## config.mk

```make
export PLATFORM = sky130hd
export DESIGN_NAME = lp805x_presc_tick_flat
export DESIGN_NICKNAME = d
export VERILOG_FILES = /design/src/rtl/lp805x_presc_tick_if.sv /design/src/rtl/lp805x_presc_tick.sv /design/src/flat_wrapper.sv
export SDC_FILE = /design/constraint.sdc
export NUM_CORES = 1
export LEC_CHECK = 0
export ABC_CLOCK_PERIOD_IN_PS = 3300
export CAP_MARGIN = 25
export CORE_ASPECT_RATIO = 0.7
export CORE_UTILIZATION = 50
export DETAILED_ROUTE_END_ITERATION = 10
export PLACE_DENSITY = 0.83
export SYNTH_ARGS = -nofsm -noshare
export SYNTH_HDL_FRONTEND = slang
export SYNTH_SLANG_ARGS = --single-unit
```

## constraint.sdc

```tcl
create_clock -name clk -period 3.3 [get_ports clk]
set_clock_uncertainty 0.2 [all_clocks]
set_input_delay 0.495 -clock clk [delete_from_list [all_inputs] [get_ports clk]]
set_output_delay 0.495 -clock clk [all_outputs]
set_load 0.01 [all_outputs]
```

## src/rtl/lp805x_presc_tick_if.sv

```systemverilog
// Handshake bundle between the frequency-scale controller and the prescaler tick generator.
// The controller drives index loads and run control; the generator returns tick, phase and index status.
interface lp805x_presc_tick_if;
    logic [2:0] index;
    logic       index_ld;
    logic       enable;
    logic       clr;
    logic       tick;
    logic       phase;
    logic [2:0] cur_index;
    logic       pend;

    modport master (
        output index, index_ld, enable, clr,
        input  tick, phase, cur_index, pend
    );

    modport slave (
        input  index, index_ld, enable, clr,
        output tick, phase, cur_index, pend
    );
endinterface

```

## src/rtl/lp805x_presc_tick.sv

```systemverilog
// Programmable tick generator: one-cycle tick and square phase every BASE_DIV<<(7-cur_index) clocks.
// Index loads are double-buffered so a period in progress is never truncated or stretched.
module lp805x_presc_tick #(
    parameter int BASE_DIV = 12,
    parameter int CNT_W    = 11
) (
    input  logic                 clk,
    input  logic                 rst,
    lp805x_presc_tick_if.slave   bus
);

    logic [CNT_W-1:0] cnt_q, cnt_d;
    logic             tick_q, tick_d;
    logic             phase_q, phase_d;
    logic [2:0]       cur_q, cur_d;
    logic [2:0]       pend_idx_q, pend_idx_d;
    logic             pend_q, pend_d;

    logic [CNT_W-1:0] period;
    logic [CNT_W-1:0] period_last;
    logic             wrap;

    assign period      = CNT_W'(BASE_DIV) << (3'd7 - cur_q);
    assign period_last = period - CNT_W'(1);
    assign wrap        = bus.enable && (cnt_q == period_last);

    // Next-state: clr first, then idle (no period to protect), then wrap, then normal counting.
    always_comb begin
        cnt_d      = cnt_q;
        tick_d     = 1'b0;
        phase_d    = phase_q;
        cur_d      = cur_q;
        pend_idx_d = pend_idx_q;
        pend_d     = pend_q;

        if (bus.clr) begin
            cnt_d   = '0;
            phase_d = 1'b0;
            pend_d  = 1'b0;
            if (bus.index_ld) begin
                cur_d      = bus.index;
                pend_idx_d = bus.index;
            end else if (pend_q) begin
                cur_d = pend_idx_q;
            end
        end else if (!bus.enable) begin
            if (bus.index_ld) begin
                cur_d      = bus.index;
                pend_idx_d = bus.index;
                cnt_d      = '0;
                pend_d     = 1'b0;
            end else if (pend_q) begin
                cur_d  = pend_idx_q;
                cnt_d  = '0;
                pend_d = 1'b0;
            end
        end else if (wrap) begin
            cnt_d   = '0;
            tick_d  = 1'b1;
            phase_d = ~phase_q;
            pend_d  = 1'b0;
            // A load landing on the wrap edge bypasses the buffer and sizes the new period.
            if (bus.index_ld) begin
                cur_d      = bus.index;
                pend_idx_d = bus.index;
            end else if (pend_q) begin
                cur_d = pend_idx_q;
            end
        end else begin
            cnt_d = cnt_q + CNT_W'(1);
            if (bus.index_ld) begin
                pend_idx_d = bus.index;
                pend_d     = 1'b1;
            end
        end
    end

    always_ff @(posedge clk or posedge rst) begin
        if (rst) begin
            cnt_q      <= '0;
            tick_q     <= 1'b0;
            phase_q    <= 1'b0;
            cur_q      <= 3'd0;
            pend_idx_q <= 3'd0;
            pend_q     <= 1'b0;
        end else begin
            cnt_q      <= cnt_d;
            tick_q     <= tick_d;
            phase_q    <= phase_d;
            cur_q      <= cur_d;
            pend_idx_q <= pend_idx_d;
            pend_q     <= pend_d;
        end
    end

    assign bus.tick      = tick_q;
    assign bus.phase     = phase_q;
    assign bus.cur_index = cur_q;
    assign bus.pend      = pend_q;

endmodule
```

## src/flat_wrapper.sv

```systemverilog
// flat-port wrapper written by rule: the top's interface ports become plain ports
module lp805x_presc_tick_flat 
#(
    parameter int BASE_DIV = 12,
    parameter int CNT_W    = 11
)
  (clk, rst, bus_index, bus_index_ld, bus_enable, bus_clr, bus_tick, bus_phase, bus_cur_index, bus_pend);
  lp805x_presc_tick_if bus_i ();
  input  logic clk;
  input  logic rst;
  input wire logic [$bits(bus_i.index)-1:0] bus_index;
  input wire logic [$bits(bus_i.index_ld)-1:0] bus_index_ld;
  input wire logic [$bits(bus_i.enable)-1:0] bus_enable;
  input wire logic [$bits(bus_i.clr)-1:0] bus_clr;
  output wire logic [$bits(bus_i.tick)-1:0] bus_tick;
  output wire logic [$bits(bus_i.phase)-1:0] bus_phase;
  output wire logic [$bits(bus_i.cur_index)-1:0] bus_cur_index;
  output wire logic [$bits(bus_i.pend)-1:0] bus_pend;
  assign bus_i.index = bus_index;
  assign bus_i.index_ld = bus_index_ld;
  assign bus_i.enable = bus_enable;
  assign bus_i.clr = bus_clr;
  assign bus_tick = bus_i.tick;
  assign bus_phase = bus_i.phase;
  assign bus_cur_index = bus_i.cur_index;
  assign bus_pend = bus_i.pend;
  lp805x_presc_tick #(.BASE_DIV(BASE_DIV), .CNT_W(CNT_W)) u_core (.clk(clk), .rst(rst), .bus(bus_i));
endmodule
```

# After elaboration in Yosys (flattened, before gate mapping)
# Index checks and enable logic that the tools add are counted.
[word_totals] out_inout_bits=6 ff_bits=20 inputBits=8
[classes] bitwise=1 mux=20 n_reduce_logical=5 n_addsub=3 shifts=1 n_eq_ne=3
[ops] op="two-way mux 11 bit" count=5
[ops] op="two-way mux 3 bit" count=5
[ops] op="adder 11 x 1 -> 11 bit (second input constant)" count=1
[ops] op="equality test 11 bit" count=1
[ops] op="<< shifter 4 x 3 -> 11 bit (first input constant)" count=1
[ops] op="subtractor 11 x 1 -> 11 bit (second input constant)" count=1
[ops] op="two-way mux 1 bit" count=10
[ops] op="!= test 4 x 2 -> 1 bit (second input constant)" count=1
[ops] op="nonzero test 2 bit" count=2
[ops] op="nonzero test 4 bit" count=1
[ops] op="!= test 3 x 1 -> 1 bit (second input constant)" count=1
[ops] op="subtractor 3 bit (first input constant)" count=1
[ops] op="AND reduction 2 bit" count=1
[ops] op="logical AND 1 bit" count=1
[ops] op="NOT 1 bit" count=1

# Logic depth before layout (Yosys ltp)
[depth] word_depth=8 depth_mapped=10

# Least setup slack after synthesis
# No wires, ideal clock.
[synth_timing] kind="reg2reg" start="reg u_core.cur_q[1] (netlist: u_core.bus.cur_index[1])" end="reg u_core.cur_q[0] (netlist: u_core.bus.cur_index[0])" arrival_ns=2.522 slack_ns=0.451 setup_time_ns=0.128 required_time_ns=2.972 path_stages_with_launch=10 path_cell_list="dfrtp_1 ha_1 nand2_1 ha_1 xnor2_1 nor2_1 o2111ai_1 or4_4 a21oi_4 mux2_1"
[synth_between] elab_chain_len=6
[synth_rtl] element="start, declared" line_no="lp805x_presc_tick.sv:15" text="logic [2:0] cur_q, cur_d;"
[synth_rtl] element="start signal, assigned" line_no="lp805x_presc_tick.sv:90" text="cur_q <= cur_d;"
[synth_rtl] element="subtractor 3 bit" line_no="lp805x_presc_tick.sv:23" text="assign period = CNT_W'(BASE_DIV) << (3'd7 - cur_q);"
[synth_rtl] element="<< shifter 4 x 3 -> 11 bit" line_no="lp805x_presc_tick.sv:23"
[synth_rtl] element="subtractor 11 x 1 -> 11 bit" line_no="lp805x_presc_tick.sv:24" text="assign period_last = period - CNT_W'(1);"
[synth_rtl] element="equality test 11 bit" line_no="lp805x_presc_tick.sv:25" text="assign wrap = bus.enable && (cnt_q == period_last);"
[synth_rtl] element="logical AND 1 bit" line_no="lp805x_presc_tick.sv:25"
[synth_rtl] element="!= test 3 x 1 -> 1 bit (no source line)"
# No other way between the ends.
# A chain may end at the register's enable or synchronous reset.

# Worst setup path in the final report
[layout_timing] start="reg u_core.cur_q[1] (netlist: u_core.bus.cur_index[1])" end="reg u_core.cur_q[1] (netlist: u_core.bus.cur_index[1])"
[layout_between] elab_chain_len=6 elab_cells_between_ends=11 classes_between="add/sub (2); eq/ne (2); shift (1); mux (5); reduce/logical (1)"
[layout_rtl] element="subtractor 3 bit" line_no="lp805x_presc_tick.sv:23"
[layout_rtl] element="<< shifter 4 x 3 -> 11 bit" line_no="lp805x_presc_tick.sv:23"
[layout_rtl] element="subtractor 11 x 1 -> 11 bit" line_no="lp805x_presc_tick.sv:24"
[layout_rtl] element="equality test 11 bit" line_no="lp805x_presc_tick.sv:25"
[layout_rtl] element="logical AND 1 bit" line_no="lp805x_presc_tick.sv:25"
[layout_rtl] element="!= test 3 x 1 -> 1 bit (no source line)"
# Several ways; a longest one is shown, not always the timed one. The select of a mux whose other input is x is not followed.

==> impl_metrics.ini <==
[sta]
tightest_slew_ns = 0.772
maxSlewViolCount = 0
min_period_over_period_pct = 94.4
hold_viol = 0
tns_ns = 0
rsz0062_at_grt = no
finalSetupViolations = 0
max_freq_mhz = 321
max_slew_margin_pct = 48.5
min_period_ns = 3.12

[worst_setup_path]
slowest_delay_ns = 0.58
critPathCaptureType = flop
crit_path_frequent_cell = ha_1
r2r-end = u_core.bus.cur_index[1]
cpLargestDelayFamily = simple AND/OR/NAND/NOR gates
worstPathMaxFanout = 8
r2r_start = u_core.bus.cur_index[1]
crit_type = flop to flop
startpoint_type = flop
required_ns = 3.30
cp.arrival_ns = 3.12
rrSetupSlack_ns = 0.18
r2r_cells = 9
critical-path-slowest-cell = or4_4
worstPathCellList = ha_1 -> nand2_1 -> ha_1 -> xnor2_1 -> nor2_1 -> o2111ai_1 -> or4_4 -> a21oi_4 -> mux2_1
crit_buf_inv = 0

[drt]
antenna_left = 0
detail_route.wl_per_cell_um = 14.1
drt_iter0_drc = 38
drc = 0
num_vias = 934
drt_first_pass_iters = 4
viasPerCell = 5.56
wl_um = 2370

[synthesis]
yosysUniqueCellTypes = 40
yosys_warnings = 0
ys_seq_area_share_pct = 42.0
ys_ff_latch = 20
synth.cell_area_sq_mm = 0.00119
netlist_instances = 121
avgSynthCellArea_sq_um = 9.84
syn_nets = 133

[hold_path]
min_to = u_core.pend_idx_q[1]
hold_path_class = flop to flop
holdPathStages = 1
min-delay-start = u_core.pend_idx_q[1]

[cts]
clk_pin_slew_ns = 0.11
clockBufferDepth = 2
clkSinkCount = 20
cts_made_buffers = 3
cts_root_buf = clkbuf_4
post_cts_buffers = 0
cts_tree = done
clock_latency_ns = 0.31
h-tree-depth = 1
postCtsResizedCells = 0
cts_hold_buf = 0

[die]
core-area_sq_mm = 0.00219
pin_count = 14
fp.dieW_um = 60.3
start_util_pct = 54.4
die_h_um = 42.8
core.rowCount = 14
die-area_sq_mm = 0.00258

[global_routing]
grt_pass1_vias = 806
gr-total-overflow = 0
grt_first_pass_wirelength_um = 3950
grt_usage_pct = 21.6
grt_max_degree = 21
antenna_found_initial = 0

[placed_design]
dpl.cell_count = 164
globalplace.congestion = 0.868
portBuffers = 13
dp_hpwl_um = 1770

[job]
maxCapViolCount = 0

[power_and_ir_drop]
p_per_area_mw_per_mm2 = 411
p_leak_nw = 0.587
irDropWorstVdd_mv = 0.210

[cells_and_area]
nNetsFinal = 149
stdcell_count = 168
drive_above_1_share_pct = 8.09
n_antenna_cell = 0
areaGrowthSynthToFinish_pct = 16.5
nFillCells = 181

[status]
outcome = completed
cells in the final DEF (no fill, tap or decap), types with 2 or more instances in the layout:
master	instances
dfrtp_1	20
nor2_1	14
clkdlybuf4s50_1	13
nand2_1	10
xor2_1	9
nand2b_1	4
xnor2_1	4
o21ai_0	4
inv_1	4
nand3_1	4
ha_1	4
a21oi_1	3
nor4_1	3
mux2_2	3
mux2_1	3
clkbuf_4	3
nor2b_1	2
o21a_1	2
nor3b_1	2
nand3b_1	2
and3_1	2
area by class of cell:
class	count	area, sq um	share of cell area [%]
Clock buffer	4	36.3	2.61
Inverter	4	15.0	1.08
Multi-Input combinational cell	95	666	48.0
Sequential cell	20	500	36.1
Tap cell	32	40.0	2.89
Timing Repair Buffer	13	130	9.38
synthesized netlist by cell type:
cell type | number | area share, %
xor2_1 | 9 | 6.6
nor2b_1 | 2 | 1.1
a21oi_2 | 1 | 0.74
xnor2_1 | 4 | 2.9
buf_2 | 2 | 0.84
o31a_1 | 1 | 0.74
o21bai_1 | 1 | 0.63
and3b_1 | 1 | 0.74
inv_1 | 4 | 1.3
nand3b_1 | 2 | 1.3
nor4_1 | 3 | 1.6
a21boi_0 | 1 | 0.63
o211a_1 | 1 | 0.84
nand2_1 | 10 | 3.2
nand3_1 | 4 | 1.7
a31o_2 | 1 | 0.74
ha_1 | 4 | 4.2
nor2_1 | 14 | 4.4
or4_4 | 1 | 0.95
a21oi_4 | 1 | 1.4
o22ai_1 | 1 | 0.53
or3_1 | 1 | 0.53
mux2i_1 | 1 | 0.84
nor3b_1 | 2 | 1.3
and3_1 | 2 | 1.1
o21ai_0 | 4 | 1.7
a21oi_1 | 3 | 1.3
nand4_1 | 1 | 0.53
a221o_1 | 1 | 0.84
mux2_2 | 3 | 2.8
nand2b_1 | 4 | 2.1
o2111ai_1 | 1 | 0.74
o211ai_1 | 1 | 0.63
and2_1 | 1 | 0.53
dfrtp_1 | 20 | 42
mux2_1 | 3 | 2.8
or4_1 | 1 | 0.63
o21a_1 | 2 | 1.3
nor4b_1 | 1 | 0.74
a32o_1 | 1 | 0.84
flip-flops by register name (all words and copies together) (netlist names):
name and cells:
u_core.bus.cur_index 3, u_core.bus.pend 1, u_core.bus.phase 1, u_core.bus.tick 1
u_core.cnt_q 11, u_core.pend_idx_q 3
power breakdown:
part           total, mW  switching (mW)  internal (mW)
Sequential         0.281          0.0237          0.257
Combinational      0.150          0.0746         0.0750
Clock              0.140          0.0722         0.0674
logic make-up after synthesis:
family,count (synthesis),synth area share (%)
AO/OA/AOI/OAI,21,13.4
AND/OR/NAND/NOR,50,22.2
multiplexers,7,6.51
buffers and inverters,6,2.10
flip-flops,20,42.0
adder cells (fa/ha/maj),4,4.20
XOR/XNOR,13,9.56
worst max path at each step:
stage                                 start                      end  slack [ns]  cells past startpoint
floorplan           u_core.bus.cur_index[1]  u_core.bus.cur_index[0]        0.45                      9
global placement    u_core.bus.cur_index[0]  u_core.bus.cur_index[2]        0.39                      9
detailed placement  u_core.bus.cur_index[1]  u_core.bus.cur_index[1]        0.24                      9
CTS                 u_core.bus.cur_index[1]  u_core.bus.cur_index[1]        0.22                      9
global route        u_core.bus.cur_index[1]  u_core.bus.cur_index[0]        0.04                      9
finish              u_core.bus.cur_index[1]  u_core.bus.cur_index[1]        0.18                      9
metrics by stage:
| step | instance area, sq um | setup slack, ns | total power, mW | utilization, % | hold slack (ns) |
|---|---|---|---|---|---|
| finish | 1390 | 0.185 | 0.570 | 63.4 | 0.307 |
| global placement | 1350 | 0.389 | 0.427 | 61.7 | 0.280 |
| CTS | 1390 | 0.221 | 0.574 | 63.4 | 0.311 |
| floorplan | 1190 | 0.451 | 0.386 | - | 0.259 |
| global route | 1390 | 0.0449 | 0.603 | 63.4 | 0.347 |
| detailed placement | 1350 | 0.244 | 0.433 | 61.7 | 0.289 |
per-layer routing:
layer	track usage [%]	share of wire, %
met1	32.9	52
met2	28.4	43
met3	6.40	4.1
met4	7.91	0.80
met5	0	0
No activity file was read; power rests on OpenSTA's default activity.
